--- src/rtl/mc_control_unit.sv ---
// mc_control_unit: multicycle control FSM for a 32-bit RISC-V datapath.
// Define CTRL_PERF_CNT_EN to build the cycle/instret performance counters.
module mc_control_unit #(
    parameter int unsigned WAIT_LIMIT = 16
) (
    input  logic        clk,
    input  logic        rst,
    input  logic [6:0]  opcode,
    input  logic [2:0]  funct3,
    input  logic        funct7b5,
    input  logic        alu_zero,
    input  logic        mem_ready,
    output logic        PC_write,
    output logic        address_src,
    output logic        IR_write,
    output logic        reg_write,
    output logic        mem_req,
    output logic        mem_write,
    output logic [1:0]  result_src,
    output logic [1:0]  alu_src_A,
    output logic [1:0]  alu_src_B,
    output logic [1:0]  imm_src,
    output logic [2:0]  alu_control,
    output logic        trap,
    output logic [31:0] cycle_cnt,
    output logic [31:0] instret_cnt
);

    localparam logic [6:0] OP_LW  = 7'b0000011;
    localparam logic [6:0] OP_SW  = 7'b0100011;
    localparam logic [6:0] OP_R   = 7'b0110011;
    localparam logic [6:0] OP_I   = 7'b0010011;
    localparam logic [6:0] OP_BR  = 7'b1100011;
    localparam logic [6:0] OP_JAL = 7'b1101111;

    localparam logic [2:0] ALU_ADD = 3'b000;
    localparam logic [2:0] ALU_SUB = 3'b001;
    localparam logic [2:0] ALU_AND = 3'b010;
    localparam logic [2:0] ALU_OR  = 3'b011;
    localparam logic [2:0] ALU_SLT = 3'b101;

    localparam logic [7:0] WLIM = 8'(WAIT_LIMIT);

    typedef enum logic [3:0] {
        S_FETCH     = 4'd0,
        S_DECODE    = 4'd1,
        S_MEMADR    = 4'd2,
        S_MEMREAD   = 4'd3,
        S_MEMWRITE  = 4'd4,
        S_MEMWB     = 4'd5,
        S_EXECUTE_R = 4'd6,
        S_EXECUTE_I = 4'd7,
        S_ALUWB     = 4'd8,
        S_BRANCH    = 4'd9,
        S_JAL       = 4'd10,
        S_FAULT     = 4'd11
    } state_t;

    state_t     state_q, state_d;
    logic [7:0] wait_q, wait_d;
    logic       in_wait;
    logic       wait_hit;

    // raw enables before reset gating
    logic pc_we, ir_we, rf_we, req, wr;

    function automatic logic alu_f3_legal(input logic [2:0] f3);
        return (f3 == 3'b000) || (f3 == 3'b010) ||
               (f3 == 3'b110) || (f3 == 3'b111);
    endfunction

    function automatic logic [2:0] alu_dec(input logic [2:0] f3,
                                           input logic       sub);
        logic [2:0] op;
        case (f3)
            3'b000:  op = sub ? ALU_SUB : ALU_ADD;
            3'b010:  op = ALU_SLT;
            3'b110:  op = ALU_OR;
            3'b111:  op = ALU_AND;
            default: op = ALU_ADD;
        endcase
        return op;
    endfunction

    assign in_wait = (state_q == S_FETCH) ||
                     (state_q == S_MEMREAD) ||
                     (state_q == S_MEMWRITE);

    // limit reached on the wait cycle that would bring the count to WLIM;
    // a mem_ready in that same cycle still completes the access
    assign wait_hit = (WLIM != 8'd0) && !mem_ready &&
                      ((wait_q + 8'd1) == WLIM);

    // next-state selection
    always_comb begin
        state_d = state_q;
        unique case (state_q)
            S_FETCH: begin
                if (mem_ready)     state_d = S_DECODE;
                else if (wait_hit) state_d = S_FAULT;
            end
            S_DECODE: begin
                case (opcode)
                    OP_LW, OP_SW: state_d = S_MEMADR;
                    OP_R: state_d = alu_f3_legal(funct3) ?
                                    S_EXECUTE_R : S_FAULT;
                    OP_I: state_d = alu_f3_legal(funct3) ?
                                    S_EXECUTE_I : S_FAULT;
                    OP_BR: state_d = (funct3[2:1] == 2'b00) ?
                                     S_BRANCH : S_FAULT;
                    OP_JAL:  state_d = S_JAL;
                    default: state_d = S_FAULT;
                endcase
            end
            S_MEMADR: begin
                state_d = (opcode == OP_SW) ? S_MEMWRITE : S_MEMREAD;
            end
            S_MEMREAD: begin
                if (mem_ready)     state_d = S_MEMWB;
                else if (wait_hit) state_d = S_FAULT;
            end
            S_MEMWRITE: begin
                if (mem_ready)     state_d = S_FETCH;
                else if (wait_hit) state_d = S_FAULT;
            end
            S_MEMWB:     state_d = S_FETCH;
            S_EXECUTE_R: state_d = S_ALUWB;
            S_EXECUTE_I: state_d = S_ALUWB;
            S_ALUWB:     state_d = S_FETCH;
            S_BRANCH:    state_d = S_FETCH;
            S_JAL:       state_d = S_ALUWB;
            S_FAULT:     state_d = S_FAULT;
            default:     state_d = S_FAULT;
        endcase
    end

    // wait counter restarts on every state change, counts stalled cycles
    always_comb begin
        wait_d = wait_q;
        if (state_d != state_q) begin
            wait_d = 8'd0;
        end else if (in_wait && !mem_ready && (wait_q != 8'hFF)) begin
            wait_d = wait_q + 8'd1;
        end
    end

    // state and wait counter registers
    always_ff @(posedge clk or negedge rst) begin
        if (!rst) begin
            state_q <= S_FETCH;
            wait_q  <= 8'd0;
        end else begin
            state_q <= state_d;
            wait_q  <= wait_d;
        end
    end

    // Moore datapath controls, plus the few input-dependent exceptions
    always_comb begin
        pc_we       = 1'b0;
        ir_we       = 1'b0;
        rf_we       = 1'b0;
        req         = 1'b0;
        wr          = 1'b0;
        address_src = 1'b0;
        result_src  = 2'd0;
        alu_src_A   = 2'd0;
        alu_src_B   = 2'd0;
        alu_control = ALU_ADD;
        trap        = 1'b0;
        unique case (state_q)
            S_FETCH: begin
                req       = 1'b1;
                ir_we     = mem_ready;
                alu_src_B = 2'd2;
            end
            S_DECODE: begin
                pc_we     = 1'b1;
                alu_src_A = 2'd1;
                alu_src_B = 2'd1;
            end
            S_MEMADR: begin
                alu_src_A = 2'd2;
                alu_src_B = 2'd1;
            end
            S_MEMREAD: begin
                alu_src_A   = 2'd2;
                alu_src_B   = 2'd1;
                req         = 1'b1;
                address_src = 1'b1;
            end
            S_MEMWRITE: begin
                alu_src_A   = 2'd2;
                alu_src_B   = 2'd1;
                req         = 1'b1;
                wr          = 1'b1;
                address_src = 1'b1;
            end
            S_MEMWB: begin
                result_src = 2'd1;
                rf_we      = 1'b1;
            end
            S_EXECUTE_R: begin
                alu_src_A   = 2'd2;
                alu_src_B   = 2'd0;
                alu_control = alu_dec(funct3, funct7b5);
            end
            S_EXECUTE_I: begin
                alu_src_A   = 2'd2;
                alu_src_B   = 2'd1;
                alu_control = alu_dec(funct3, 1'b0);
            end
            S_ALUWB: begin
                rf_we = 1'b1;
            end
            S_BRANCH: begin
                alu_src_A   = 2'd2;
                alu_src_B   = 2'd0;
                alu_control = ALU_SUB;
                pc_we       = alu_zero ^ funct3[0];
            end
            S_JAL: begin
                pc_we     = 1'b1;
                alu_src_A = 2'd1;
                alu_src_B = 2'd2;
            end
            S_FAULT: begin
                trap = 1'b1;
            end
            default: begin
                trap = 1'b1;
            end
        endcase
    end

    // immediate format follows the latched opcode in every state
    always_comb begin
        case (opcode)
            OP_SW:   imm_src = 2'd1;
            OP_BR:   imm_src = 2'd2;
            OP_JAL:  imm_src = 2'd3;
            default: imm_src = 2'd0;
        endcase
    end

    // reset kills every enable at once so no strobe crosses the reset edge
    assign PC_write  = pc_we & rst;
    assign IR_write  = ir_we & rst;
    assign reg_write = rf_we & rst;
    assign mem_req   = req & rst;
    assign mem_write = wr & rst;

`ifdef CTRL_PERF_CNT_EN
    logic [31:0] cycle_q, cycle_d;
    logic [31:0] instret_q, instret_d;

    // cycles outside FAULT and completed instructions
    always_comb begin
        cycle_d   = cycle_q;
        instret_d = instret_q;
        if (state_q != S_FAULT) begin
            cycle_d = cycle_q + 32'd1;
        end
        if ((state_d == S_FETCH) && (state_q != S_FETCH)) begin
            instret_d = instret_q + 32'd1;
        end
    end

    // performance counter registers
    always_ff @(posedge clk or negedge rst) begin
        if (!rst) begin
            cycle_q   <= 32'd0;
            instret_q <= 32'd0;
        end else begin
            cycle_q   <= cycle_d;
            instret_q <= instret_d;
        end
    end

    assign cycle_cnt   = cycle_q;
    assign instret_cnt = instret_q;
`else
    assign cycle_cnt   = 32'd0;
    assign instret_cnt = 32'd0;
`endif

endmodule

--- config.mk ---
export PLATFORM = sky130hd
export DESIGN_NAME = mc_control_unit
export DESIGN_NICKNAME = d
export VERILOG_FILES = /design/src/rtl/mc_control_unit.sv
export SDC_FILE = /design/constraint.sdc
export NUM_CORES = 1
export LEC_CHECK = 0
export CAP_MARGIN = 20
export CORE_MARGIN = 2
export CORE_UTILIZATION = 40
export CTS_BUF_LIST = sky130_fd_sc_hd__clkbuf_4
export DETAILED_ROUTE_END_ITERATION = 12
export PLACE_DENSITY = 0.81
export SYNTH_ARGS = -nofsm -noshare
export SYNTH_HDL_FRONTEND = slang
export SYNTH_SLANG_ARGS = --single-unit
--- constraint.sdc ---
create_clock -name clk -period 4.6 [get_ports clk]
set_clock_uncertainty 0.05 [all_clocks]
set_input_delay 0.69 -clock clk [delete_from_list [all_inputs] [get_ports clk]]
set_output_delay 0.69 -clock clk [all_outputs]
set_load 0.05 [all_outputs]
==> results.json <==
{
  "status": "finished, final reports clean",
  "post_cts_buffers": 0,
  "setup_viol_count_final": 0,
  "antenna_cells": 0,
  "routed_wl_um": 3600,
  "regArea_um2": 300,
  "synthArstFlopShare_pct": 100,
  "synth_area_um2": 1880,
  "rows": 24,
  "clock_path_buffers": 2,
  "post-route-drc-count": 0,
  "htreeDepth": 1,
  "track_usage_pct": 14.0,
  "hold_violations": 0,
  "gr-total-overflow": 0,
  "clockRootBuffer": "clkbuf_4",
  "multi_input_area_um2": 1260,
  "final_nets": 288,
  "cts_buffers": 3,
  "drtAntennaViolNets": 0,
  "wl_per_cell_um": 11.2,
  "fp.dieW_um": 72.6,
  "ioPinCount": 97,
  "crit_path_start_kind": "flip-flop",
  "power_density_nw_per_um2": 541,
  "yosysSeqAreaShare_pct": 16.0,
  "arrival_ns": 2.71,
  "synthCells": 248,
  "final_cells": 321,
  "clkSinkCount": 12,
  "grt_max_degree": 29,
  "slew-limit-headroom_pct": 43.3,
  "hpwl_um": 2850,
  "dp.cells": 318,
  "synthFlopType": "dfrtp_1",
  "die_h_um": 72.6,
  "endpoint_kind": "output pin",
  "crit_type": "flip-flop to output pin",
  "max_cap_viol_count": 0,
  "utilization_pct": 44.5,
  "vdd_drop_max_uv": 250,
  "synth_edf_count": 0,
  "rsz0062_at_grt": "no",
  "syn_avg_cell_area_um2": 7.59,
  "path_max_fanout": 24,
  "timing.final.crit_share_pct": 74.9,
  "finalSetupTns_ns": 0,
  "clk-insertion-delay-late_ns": 0.27,
  "post_cts_resized": 0,
  "antenna_found_initial": 0,
  "vias": 1576,
  "worstMarginPinSlew_ns": 0.851,
  "core-area_um2": 4440,
  "period_needed_ns": 3.45,
  "gp_congestion": 0.845,
  "cp.required_ns": 3.86,
  "nFillCells": 442,
  "drive_gt1_share_pct": 5.95,
  "ys_ff_latch": 12,
  "avgViaCountPerCell": 4.91,
  "maxSlewViolCount": 0,
  "grt_pass1_vias": 1346,
  "initial_core_util_pct": 42.3,
  "drt_iter0_drc": 102,
  "min-delay-path-class": "flip-flop to flip-flop",
  "final_common_cell": "conb_1",
  "cts_tree": "done",
  "synth_cell_types": 51,
  "layout_common_cells": "conb_1, clkdlybuf4s50_1, nand2_1",
  "p_leak_nw": 0.838,
  "yosys_warnings": 0,
  "area_growth_pct": 4.99,
  "grt_pass1_wl_um": 6070,
  "clk_pin_slew_ns": 0.07,
  "hold_buffers": 0,
  "fmax_ghz": 0.290,
  "io_buffers": 31,
  "die_area_um2": 5270,
  "first_pass_iters": 4
}
## area by class of cell
class | instances | share of cell area [%]
inverters | 3 | 0.570
flip-flops and latches | 12 | 15.2
multi-input cells | 219 | 63.7
clock buffers | 3 | 1.14
well taps | 52 | 3.29
repair buffers | 32 | 16.1
## report_power, final
part / switching, mW / total (mW) / internal [mW]
clock network: 0.0325 / 0.0628 / 0.0303
registers: 0.101 / 0.223 / 0.122
logic: 0.535 / 0.783 / 0.248
## through the flow
step           hold WS (ns)  setup WS [ns]  power [mW]  instance area [um^2]
2_1_floorplan         0.344           1.36       0.881                  2120
3_3_place_gp          0.603           1.20       0.994                  1950
3_5_place_dp          0.594           1.18        1.00                  1950
4_1_cts               0.608           1.17        1.07                  1980
5_1_grt               0.658          0.977        1.15                  1980
6_report              0.602           1.15        1.07                  1980
## path summary, 6_finish.rpt
kind                                 start        endpoint  slack, ns  cells past startpoint
worst min register to register   wait_q[5]       wait_q[5]       0.60                      2
max in group asynchronous              rst      state_q[3]       3.40                      2
worst max-delay path            state_q[1]  alu_control[0]       1.15                      4
worst min-delay path             wait_q[5]       wait_q[5]       0.60                      2
min in group asynchronous              rst       wait_q[6]       0.66                      1
worst max register to register  state_q[2]       wait_q[0]       2.05                      6
## logic make-up (layout without fill, tap and decap cells)
logic type	count (synthesis)	count (layout)	share of synthesized area (%)
multiplexers	6	6	3.19
XOR/XNOR	9	9	4.19
AO/OA/AOI/OAI	40	40	14.9
adder cells (fa/ha/maj)	3	3	1.86
flip-flops	12	12	16.0
AND/OR/NAND/NOR	96	96	29.8
other	1	65	0.199
buffers and inverters	81	38	29.9
## flip-flops by register name, indices dropped and copies added, names as in the netlist
signal,cells
wait_q,8
state_q,4
## cell usage after synthesis, drive strengths merged (2+ instances only)
master	number	area [um^2]
a2111oi	2	23.8
a21oi	11	55.1
a31oi	2	12.5
and3	4	26.3
buf	75	541
clkbuf	3	11.3
dfrtp	12	300
ha	2	25.0
inv	3	11.3
mux2i	6	60.1
nand2	18	67.6
nand2b	6	37.5
nand3	11	55.1
nand3b	3	22.5
nand4	4	25.0
nor2	17	68.8
nor2b	9	63.8
nor3	4	20.0
nor3b	2	15.0
nor4	11	68.8
o211ai	3	22.5
o21a	2	15.0
o21ai	9	48.8
o32ai	2	17.5
xnor2	7	61.3
xor2	2	17.5
## per-layer routing
metal  track usage, %  wire, um
met1             19.1      1600
met5                0         0
met3             3.18       250
met4             2.06         6
met2             23.2      1750
## critical path: stages (launching register included)
cell and delay [ns]:
dfrtp_1 0.84, nor2b_1 0.38, nand2_1 0.10, o32ai_1 0.26, clkdlybuf4s50_1 0.85
No activity file was read; power rests on OpenSTA's default activity.
